<file path="config.mk">
export PLATFORM = sky130hd
export DESIGN_NAME = dmem_port_arbiter
export DESIGN_NICKNAME = d
export VERILOG_FILES = /design/src/rtl/dmem_port_arbiter.sv
export SDC_FILE = /design/constraint.sdc
export NUM_CORES = 1
export LEC_CHECK = 0
export CORE_MARGIN = 5
export CORE_UTILIZATION = 34
export CTS_CLUSTER_SIZE = 12
export DETAILED_ROUTE_END_ITERATION = 10
export PLACE_DENSITY = 0.82
export SYNTH_ARGS = -nofsm -noshare
export SYNTH_HDL_FRONTEND = slang
export SYNTH_SLANG_ARGS = --single-unit
</file>
<file path="constraint.sdc">
create_clock -name Clk -period 1.71 [get_ports Clk]
set_input_delay 0.513 -clock Clk [delete_from_list [all_inputs] [get_ports Clk]]
set_output_delay 0.513 -clock Clk [all_outputs]
set_load 0.05 [all_outputs]
</file>
<file path="src/rtl/dmem_port_arbiter.sv">
// Round-robin arbiter sharing single-port DataMem between core and host, with bounded lock.
// Optional DMEM_ARB_STALLCNT_EN adds the c_stall_cnt core stall counter output.
module dmem_port_arbiter #(
  parameter int AW       = 8,
  parameter int DW       = 8,
  parameter int MAX_HOLD = 4
) (
  input  logic          Clk,
  input  logic          Reset,
  input  logic          c_req,
  input  logic          c_lock,
  input  logic          c_we,
  input  logic [AW-1:0] c_addr,
  input  logic [DW-1:0] c_wdata,
  output logic          c_gnt,
  output logic          c_rvalid,
  output logic [DW-1:0] c_rdata,
  input  logic          h_req,
  input  logic          h_lock,
  input  logic          h_we,
  input  logic [AW-1:0] h_addr,
  input  logic [DW-1:0] h_wdata,
  output logic          h_gnt,
  output logic          h_rvalid,
  output logic [DW-1:0] h_rdata,
  output logic [AW-1:0] mem_addr,
  output logic          mem_we,
  output logic [DW-1:0] mem_wdata,
  input  logic [DW-1:0] mem_rdata
`ifdef DMEM_ARB_STALLCNT_EN
  ,
  output logic [15:0]   c_stall_cnt
`endif
);

  localparam int HCW = $clog2(MAX_HOLD + 1);
  localparam logic [HCW-1:0] HOLD_MAX = HCW'(MAX_HOLD);

  typedef enum logic {SIDE_CORE = 1'b0, SIDE_HOST = 1'b1} side_e;

  side_e          last_q, last_d;
  logic [HCW-1:0] hold_q, hold_d;
  logic           c_rvalid_q, c_rvalid_d;
  logic           h_rvalid_q, h_rvalid_d;
  logic [DW-1:0]  c_rdata_q, c_rdata_d;
  logic [DW-1:0]  h_rdata_q, h_rdata_d;
  logic           gnt_core, gnt_host, other_req;

  // Grant decision: a locked last grantee keeps the port until hold_q reaches MAX_HOLD
  always_comb begin
    gnt_core = 1'b0;
    gnt_host = 1'b0;
    if (Reset) begin
      gnt_core = 1'b0;
      gnt_host = 1'b0;
    end else if (c_req && h_req) begin
      if (last_q == SIDE_CORE) begin
        if (c_lock && (hold_q < HOLD_MAX)) gnt_core = 1'b1;
        else                               gnt_host = 1'b1;
      end else begin
        if (h_lock && (hold_q < HOLD_MAX)) gnt_host = 1'b1;
        else                               gnt_core = 1'b1;
      end
    end else if (c_req) begin
      gnt_core = 1'b1;
    end else if (h_req) begin
      gnt_host = 1'b1;
    end else begin
      gnt_core = 1'b0;
      gnt_host = 1'b0;
    end
  end

  // Memory port mux: idle port drives zeros
  always_comb begin
    mem_addr  = {AW{1'b0}};
    mem_we    = 1'b0;
    mem_wdata = {DW{1'b0}};
    if (gnt_core) begin
      mem_addr  = c_addr;
      mem_we    = c_we;
      mem_wdata = c_wdata;
    end else if (gnt_host) begin
      mem_addr  = h_addr;
      mem_we    = h_we;
      mem_wdata = h_wdata;
    end else begin
      mem_addr  = {AW{1'b0}};
    end
  end

  // Next arbitration state and read-return capture
  always_comb begin
    last_d     = last_q;
    hold_d     = hold_q;
    other_req  = 1'b0;
    c_rvalid_d = gnt_core && !c_we;
    h_rvalid_d = gnt_host && !h_we;
    c_rdata_d  = c_rvalid_d ? mem_rdata : c_rdata_q;
    h_rdata_d  = h_rvalid_d ? mem_rdata : h_rdata_q;
    if (gnt_core || gnt_host) begin
      last_d    = gnt_core ? SIDE_CORE : SIDE_HOST;
      other_req = gnt_core ? h_req : c_req;
      // hold counts only consecutive grants taken while the other side is waiting
      if (!other_req)                hold_d = {HCW{1'b0}};
      else if (last_d != last_q)     hold_d = HCW'(1);
      else if (hold_q == HOLD_MAX)   hold_d = hold_q;
      else                           hold_d = hold_q + HCW'(1);
    end else begin
      hold_d = {HCW{1'b0}};
    end
  end

  // State registers with synchronous reset
  always_ff @(posedge Clk) begin
    if (Reset) begin
      last_q     <= SIDE_HOST;
      hold_q     <= {HCW{1'b0}};
      c_rvalid_q <= 1'b0;
      h_rvalid_q <= 1'b0;
      c_rdata_q  <= {DW{1'b0}};
      h_rdata_q  <= {DW{1'b0}};
    end else begin
      last_q     <= last_d;
      hold_q     <= hold_d;
      c_rvalid_q <= c_rvalid_d;
      h_rvalid_q <= h_rvalid_d;
      c_rdata_q  <= c_rdata_d;
      h_rdata_q  <= h_rdata_d;
    end
  end

  assign c_gnt    = gnt_core;
  assign h_gnt    = gnt_host;
  assign c_rvalid = c_rvalid_q;
  assign h_rvalid = h_rvalid_q;
  assign c_rdata  = c_rdata_q;
  assign h_rdata  = h_rdata_q;

`ifdef DMEM_ARB_STALLCNT_EN
  logic [15:0] stall_q, stall_d;

  // Saturating count of cycles the core waited without a grant
  always_comb begin
    stall_d = stall_q;
    if (c_req && !gnt_core && (stall_q != 16'hFFFF)) stall_d = stall_q + 16'd1;
    else                                             stall_d = stall_q;
  end

  // Stall counter register
  always_ff @(posedge Clk) begin
    if (Reset) stall_q <= 16'd0;
    else       stall_q <= stall_d;
  end

  assign c_stall_cnt = stall_q;
`endif

endmodule

</file>
-- Word-level counts from Yosys, hierarchy flattened
Cells that the tools add are included.
- register bits: 22
- bits of input ports: 48
- output and inout bits: 37
- magnitude comparators: 1
- $add $sub $neg: 1
- reductions and logical operators: 10
- bitwise operators: 2
- muxes and demuxes: 23
- equality and inequality tests: 3
- operators with widths (cell ; number):
    two-way mux 8 bit ; 4
    two-way mux 1 bit ; 19
    logical AND 1 bit ; 5
    OR reduction 4 bit ; 1
    adder 3 x 1 -> 3 bit (second input constant) ; 1
    == test 3 bit (second input constant) ; 1
    < comparator 3 bit (second input constant) ; 1
    OR reduction 3 bit ; 1
    logical NOT 1 bit ; 2
    != test 2 bit (second input constant) ; 1
    inverter 1 bit ; 2
    logical OR 1 bit ; 1
    != test 1 bit ; 1

-- Depth between registers and ports, before layout
Gate-level depths: netlist of the first run.
- word-level depth: 9
- depth in mapped cells: 5
- mapped depth without buffers: 3

-- Worst setup path before layout of the first run
OpenSTA, ideal clock, no wires.
- path kind: input-to-output
- start: input port h_req
- end: output port mem_addr[6]
- data arrival time: 2.297 ns
- setup slack: -1.100 ns
- stages: 5
- data required time: 1.197 ns
- buffers on the path: 2
- cells stage by stage: buf_2 > nand4b_1 > o211ai_2 > buf_6 > o32ai_1
- longest elaborated chain between the ends: 6
- ends and longest elaborated chain (item ; RTL line ; RTL):
    start, declared ; 18 ; input logic h_req,
    two-way mux 1 bit ; 66 ; end else if (h_req) begin
    two-way mux 1 bit ; 64 ; end else if (c_req) begin
    two-way mux 1 bit ; 56 ; end else if (c_req && h_req) begin
    two-way mux 1 bit ; 53 ; if (Reset) begin
    two-way mux 8 bit ; 83 ; end else if (gnt_host) begin
    two-way mux 8 bit * ; 79 ; if (gnt_core) begin
    end, declared ; 26 ; output logic [AW-1:0] mem_addr,
Every way passes the cells marked *; elsewhere a longest branch is shown, timed or not.

-- Worst setup path after layout of the first run
- start: register hold_q[2]
- end: output port mem_wdata[4]
- longest elaborated chain between the ends: 8
- ends and longest elaborated chain (item ; RTL line ; RTL):
    start, declared ; 42 ; logic [HCW-1:0] hold_q, hold_d;
    start signal, assigned ; 118 ; hold_q <= {HCW{1'b0}};
    start signal, assigned ; 125 ; hold_q <= hold_d;
    < comparator 3 bit * ; 58, 61 ;
    logical AND 1 bit, on equally long branches ; 58, 61 ;
    two-way mux 1 bit, on equally long branches ; 58, 61 ;
    two-way mux 1 bit ; 57 ; if (last_q == SIDE_CORE) begin
    two-way mux 1 bit ; 56 ;
    two-way mux 1 bit ; 53 ;
    two-way mux 8 bit ; 83 ;
    two-way mux 8 bit * ; 79 ;
    end, declared ; 28 ; output logic [DW-1:0] mem_wdata,
Marks and branches as above.

==> results of run 1 <==
[kinds of logic after synthesis]
logic type | synth area share
adder cells (fa/ha/maj) | 0.0172
AND/OR/NAND/NOR | 0.265
flip-flops | 0.302
multiplexers | 0.110
AO/OA/AOI/OAI | 0.199
buffers and inverters | 0.107
[worst min-delay path by stage]
stage	startpoint	end	slack (ps)	depth (start not counted)
floorplan	hold_q[0]$_SDFFE_PP0P_	hold_q[0]$_SDFFE_PP0P_	430	1
global placement	hold_q[0]$_SDFFE_PP0P_	hold_q[0]$_SDFFE_PP0P_	450	1
detailed placement	hold_q[0]$_SDFFE_PP0P_	hold_q[0]$_SDFFE_PP0P_	470	1
CTS	hold_q[0]$_SDFFE_PP0P_	hold_q[0]$_SDFFE_PP0P_	480	1
global route	hold_q[0]$_SDFFE_PP0P_	hold_q[0]$_SDFFE_PP0P_	510	1
finish	hold_q[0]$_SDFFE_PP0P_	hold_q[0]$_SDFFE_PP0P_	470	1
[layer usage]
| layer | vias up | part of all wire | global-route usage |
|---|---|---|---|
| met5 | - | 0 | 0 |
| met4 | 0 | 0.033 | 0.0718 |
| met3 | 14 | 0.040 | 0.0356 |
| met2 | 47 | 0.56 | 0.351 |
| met1 | 712 | 0.37 | 0.191 |
| li1 | 746 | - | - |
[worst max-delay path: stages (launching register included)]
cell and delay (ps):
dfxtp_4 380, nand4b_1 190, o211ai_4 140, buf_12 150
buf_12 140, o32ai_4 230, buf_6 200
[state kept, by name, summed over array words and instances, names as in the netlist]
register  flops
last_q        1
h_rvalid      1
c_rvalid      1
hold_q        3
h_rdata       8
c_rdata       8
[layout make-up]
class | instances | area, µm²
Timing Repair Buffer | 115 | 1400
Multi-Input combinational cell | 100 | 1180
Fill cell | 246 | 855
Sequential cell | 22 | 448
Inverter | 20 | 75.1
Tap cell | 50 | 62.6
Clock buffer | 3 | 41.3
Clock inverter | 1 | 30.0
[where the power goes]
part | internal, mW | switching [mW] | total (mW)
combinational | 0.447 | 0.435 | 0.882
sequential | 0.534 | 0.0266 | 0.561
clock | 0.313 | 0.175 | 0.488
total | 1.29 | 0.637 | 1.93
[through the flow]
| step | hold slack, ps | setup WS, ps | cell area (µm²) | power, mW |
|---|---|---|---|---|
| 5_1_grt | 506 | -547 | 3230 | 2.00 |
| 3_5_place_dp | 466 | -895 | 2960 | 1.39 |
| 4_1_cts | 482 | -499 | 3220 | 1.94 |
| 6_report | 475 | -497 | 3230 | 1.93 |
| 2_1_floorplan | 434 | -398 | 1770 | 1.04 |
| 3_3_place_gp | 450 | -865 | 2960 | 1.37 |
[repair_timing]
item	CTS	global route
buffers inserted	8	1
cloned	1	0
gates resized for setup	49	2
pin swaps	12	9
endpoints found under the setup margin	31	19
[layout by cell type, fill, tap and decap left out, drive strengths merged]
cell and n:
a211oi 1, a21o 1, a21oi 2, and2 2
buf 72, bufinv 1, clkbuf 4, clkdlybuf4s50 42
dfxtp 22, ha 2, inv 20, mux2i 16
nand2 1, nand2b 43, nand3 1, nand3b 1
nand4b 1, nand4bb 1, nor2 2, nor2b 2
nor3 2, o2111a 1, o2111ai 1, o211ai 2
o32ai 17, or2 1
==> metrics.txt, run 1 <==
CTS tree built; Post-Route Skew 2.07 ps; Max Transition Viols Final 0; Skew-Pair Late Insertion Delay 260 ps; Mapped Avg Cell Area 9.46 µm²; max cap viols 0; Post-synth EDFFs 0; Fmax 453 MHz; DR pass1 iterations 4; Final #Nets 312; sequential fraction of the synthesis area 0.302; cell depth of the worst flop-to-flop path 6; FP Rows 23; worst slew pin tran 446 ps; Worst R2R End c_rdata[1]$_SDFFE_PP0P_; Avg WL per Cell 16.1 µm; CP endpoint mem_wdata[4]; hold_buf cts 0; dpl hpwl 3740 µm; async set or reset register ratio after synthesis 0; Crit Path Category register to output port; top cell type's share of synthesized area 0.302; die area 0.00569 mm²; Overflow after GRT 0; Synth area leaders dfxtp_1 30%, nand2b_1 18%, mux2i_1 11%; Sink Count 22; final worst setup slack -497 ps; Die X 75.5 µm; largest area contributor in the netlist dfxtp_1; drt initial violations 17; first-pass GRT wire length 7910 µm; Core ar. 0.00409 mm²; Setup Viol. Count Final 19; critical path startpoint category register; Final Critical Period 2210 ps; final non-filler cell total 311; vias post-DR 1519; post-synthesis instance total 154; Commonest cells post-synth 43 x nand2b_1, 22 x dfxtp_1, 20 x inv_1; DIE HEIGHT 75.5 µm; post-synthesis instance area 0.00146 mm²; Layout area overhead 122%; DRC Markers 0; crit share post-route 1.29; Initial Utilization 0.356; crit path DAT 1690 ps; Root Driver clkbuf_8; R2R Path Start hold_q[2]$_SDFFE_PP0P_; Most used DFF post-synth dfxtp_1; cts bufs inserted 3; WL final 5010 µm; Yosys warnings 0; status finished, violations left; failing checks negative setup slack; initial antenna violation count 0; Lkg Pwr 1.30 nW; Pwr Density 597 mW/mm²; routability cong. 0.748; vias in the first global route 1687; Reg clk slew, reported paths 80 ps; Cell variety after synth 30; Req. time, crit path 1200 ps; layout cell share with drive strength beyond 1 0.414; drt via density 4.88; H-Tree Depth 1; placed cells 297; Synth Register Bits 22; maximum vdd drop 0.369 mV; most frequent cell after synthesis nand2b_1; CP Capture Type output port; ANT cells 0; Fin. Hold Viols 0; largest net degree at the start of global routing 25; Ports 85; Crit Path Max Fanout 6; setup TNS -8050 ps; Total GRT Usage 0.182; Antenna Nets Post-Route 0; Port Buffers 84; Worst slew margin 0.703; Post-Route Utilization 0.791; CP startpoint hold_q[2]$_SDFFE_PP0P_; Longest Clk Path Bufs 2; unrepaired setup endpoints after global routing true; Hold WC Path Type register to register; syn nets 204; reg2reg setup slack 210 ps
Note: power is estimated with default switching activity, not from simulation.
==> run 2: changes to the inputs <==
--- a/config.mk
+++ b/config.mk
@@ -5,8 +5,9 @@
 export SDC_FILE = /design/constraint.sdc
 export NUM_CORES = 1
 export LEC_CHECK = 0
+export ABC_AREA = 1
 export CORE_MARGIN = 5
-export CORE_UTILIZATION = 34
+export CORE_UTILIZATION = 32
 export CTS_CLUSTER_SIZE = 12
 export DETAILED_ROUTE_END_ITERATION = 10
 export PLACE_DENSITY = 0.82
==> metrics.txt, run 2 <==
status finished, violations left; failing checks negative setup slack; Seq pwr share 0.301 (+0.011); post-synthesis instance area 0.00128 mm² (-12%); CP Capture Type output port; CTS tree built; crit-path leading delay family buffers and inverters; Reg clk slew, reported paths 80 ps (about the same); FP Rows 23 (unchanged); cts bufs inserted 3 (unchanged); Max Transition Viols Final 0 (unchanged); top cell type's share of synthesized area 0.343 (+0.0403); Port Buffers 84 (unchanged); post-synthesis instance total 204 (+32%); most frequent cell after synthesis nand2_1; Pwr Density 611 mW/mm² (+2.2%); first-pass GRT wire length 8090 µm (+2.3%); maximum vdd drop 0.700 mV (+90%); Crit Path Max Fanout 3 (-3); design area 0.00306 mm² (-5.2%); Fmax 481 MHz (+6.1%); Post-synth EDFFs 0 (unchanged); # fillers 232 (-5.7%); routability cong. 0.767 (+2.5%); final worst setup slack -369 ps (+127 ps); Avg WL per Cell 14.8 µm (-7.8%); switch share 0.332 (+0.00178); Overflow after GRT 0 (unchanged); Req. time, crit path 1200 ps (about the same); Setup Viol. Count Final 19 (unchanged); Longest Clk Path Bufs 2 (unchanged); Fin. Hold Viols 0 (unchanged); H-Tree Depth 1 (unchanged); largest net degree at the start of global routing 18 (-28%); critical path startpoint category input pin; vias in the first global route 1668 (-1.1%); layout cell share with drive strength beyond 1 0.410 (-0.00354); async set or reset register ratio after synthesis 0 (unchanged); Crit Path Category input pin to output port; Commonest cells post-synth 93 x nand2_1, 27 x inv_1, 27 x nor2_1; vias post-DR 1592 (+4.8%); Sink Count 22 (unchanged); Final #Nets 363 (+16%); worst slew pin tran 241 ps (-205 ps); Lkg Pwr 1.43 nW (+10%); Most used DFF post-synth dfxtp_1; dpl cell area 0.00285 mm² (-3.7%); Layout area overhead 138%; buffers plus inverters on the worst setup path 4 (+1); critical path cell sequence clkdlybuf4s15_2 -> nand2_2 -> clkinv_2 -> nand2_4 -> nand3_4 -> buf_6 -> o21ai_4 -> buf_12; syn nets 254 (+25%); Mapped Avg Cell Area 6.30 µm² (-33%); Post-Route Skew 6.89 ps (+4.82 ps); drt initial violations 36 (+19); Ports 85 (unchanged); Hold WC Path Type register to register; pre-CTS setup slack -730 ps (+165 ps); Initial Utilization 0.326 (-0.0305); largest area contributor in the netlist dfxtp_1; Synth Register Bits 22 (unchanged); clock power share 0.261 (+0.008); most common cell after layout, fill and taps aside nand2_1; dpl hpwl 3970 µm (+6.0%); Total GRT Usage 0.195 (+0.0128); slowest stage cell, crit path clkdlybuf4s15_2; initial antenna violation count 0 (unchanged); ANT cells 0 (unchanged); DR pass1 iterations 4 (unchanged); Worst slew margin 0.840 (+0.137); Core ar. 0.00394 mm² (-3.5%); Logic pwr share 0.438 (-0.019); internal power 1.25 mW (-3.3%); crit path DAT 1570 ps (-120 ps); sequential fraction of the synthesis area 0.343 (+0.0403); drt via density 4.40 (-10%); DIE HEIGHT 73.4 µm (-2.8%); crit share post-route 1.22 (-0.0745); Synth area leaders dfxtp_1 34%, nand2_1 27%, inv_1 7.9%; DRC Markers 0 (unchanged); die area 0.00538 mm² (-5.4%); Net Sw Power 620 µW (-2.6%); Skew-Pair Late Insertion Delay 270 ps (about the same); Die X 73.4 µm (-2.8%); max cap viols 0 (unchanged); setup TNS -6210 ps (+1840 ps); CP peak stage delay 200 ps (-180 ps); WL final 5370 µm (+7.3%); Cell variety after synth 21 (-30%); Yosys warnings 0 (unchanged); most frequent cells in the layout 56 x nand2_1, 42 x clkdlybuf4s50_1, 38 x buf_12, 26 x inv_1, 26 x nor2_1; Root Driver clkbuf_8; Total Power 1.87 mW (-3.1%); Antenna Nets Post-Route 0 (unchanged); unrepaired setup endpoints after global routing true; Final Critical Period 2080 ps (-127 ps)
run 2: cell count changes in the layout (fill, tap and decap cells not counted), sizes merged, moves of 7 or more:
cell	change
nand2	+99
nand2b	-43
nor2	+26
o32ai	-17
mux2i	-16
inv	+13
buf	-11
nand3	+7
run 2: cell families (layout without fill, tap and decap cells):
kind of cell | count (synthesis) | after routing | synth area share
simple gates | 138 | 138 | 0.475
buf+inv | 37 | 145 | 0.137
flops | 22 | 22 | 0.343
compound gates | 3 | 3 | 0.0117
fa+ha+maj | 2 | 2 | 0.0195
xor+xnor | 2 | 2 | 0.0136
run 2: path summary, 6_finish.rpt:
kind	slack (ps)	end	from	cells after the start
max	-370	mem_we	h_req	8
min	560	c_rdata[7]$_SDFFE_PP0P_	c_rdata[7]$_SDFFE_PP0P_	4
max reg2reg	270	last_q$_SDFFE_PP1P_	hold_q[2]$_SDFFE_PP0P_	11
min reg2reg	560	c_rdata[7]$_SDFFE_PP0P_	c_rdata[7]$_SDFFE_PP0P_	4
run 2: final cells by class:
cell class / count / area [µm²] / area share
multi-input combinational: 145 / 921 / 0.301
clock buffer: 3 / 41.3 / 0.0135
inverter: 32 / 136 / 0.0445
timing repair buffer: 106 / 1390 / 0.454
sequential: 22 / 448 / 0.146
tap: 50 / 62.6 / 0.0204
timing repair inverter: 3 / 33.8 / 0.0110
clock inverter: 1 / 30.0 / 0.00980
run 2: timing repair:
action / 4_1_cts / 5_1_grt
cloned: 3 / 0
hold buffers: 0 / 0
resized for setup: 37 / 17
endpoints found under the setup margin: 19 / 19
setup buffers: 2 / 1
pin swaps: 7 / 6
run 2: power by group through the flow:
stage / clock (mW) / combinational [mW] / sequential [mW]
finish: 0.488 / 0.820 / 0.564
global route: 0.523 / 0.859 / 0.567
CTS: 0.496 / 0.803 / 0.565
detailed placement: 0 / 0.776 / 0.576
global placement: 0 / 0.763 / 0.574
floorplan: 0 / 0.295 / 0.639
run 2: per-layer routing:
layer / up-vias / GRT usage / wire, µm
met5: - / 0 / 0
met3: 5 / 0.0657 / 511
met1: 715 / 0.209 / 2010
li1: 813 / - / -
met2: 59 / 0.366 / 2810
met4: 0 / 0.0423 / 41
run 2: worst min-delay path, stage by stage, from the launching register on:
cell     delay [ps]
dfxtp_1         340
inv_1            60
nand2_1          50
nand2_1          50
nor2_1           30
run 2: through the flow:
stage	cells	hold WS [ps]	util
floorplan	204	535	-
global placement	352	536	0.722
detailed placement	352	545	0.722
CTS	361	561	0.761
global route	362	587	0.777
finish	362	558	0.777
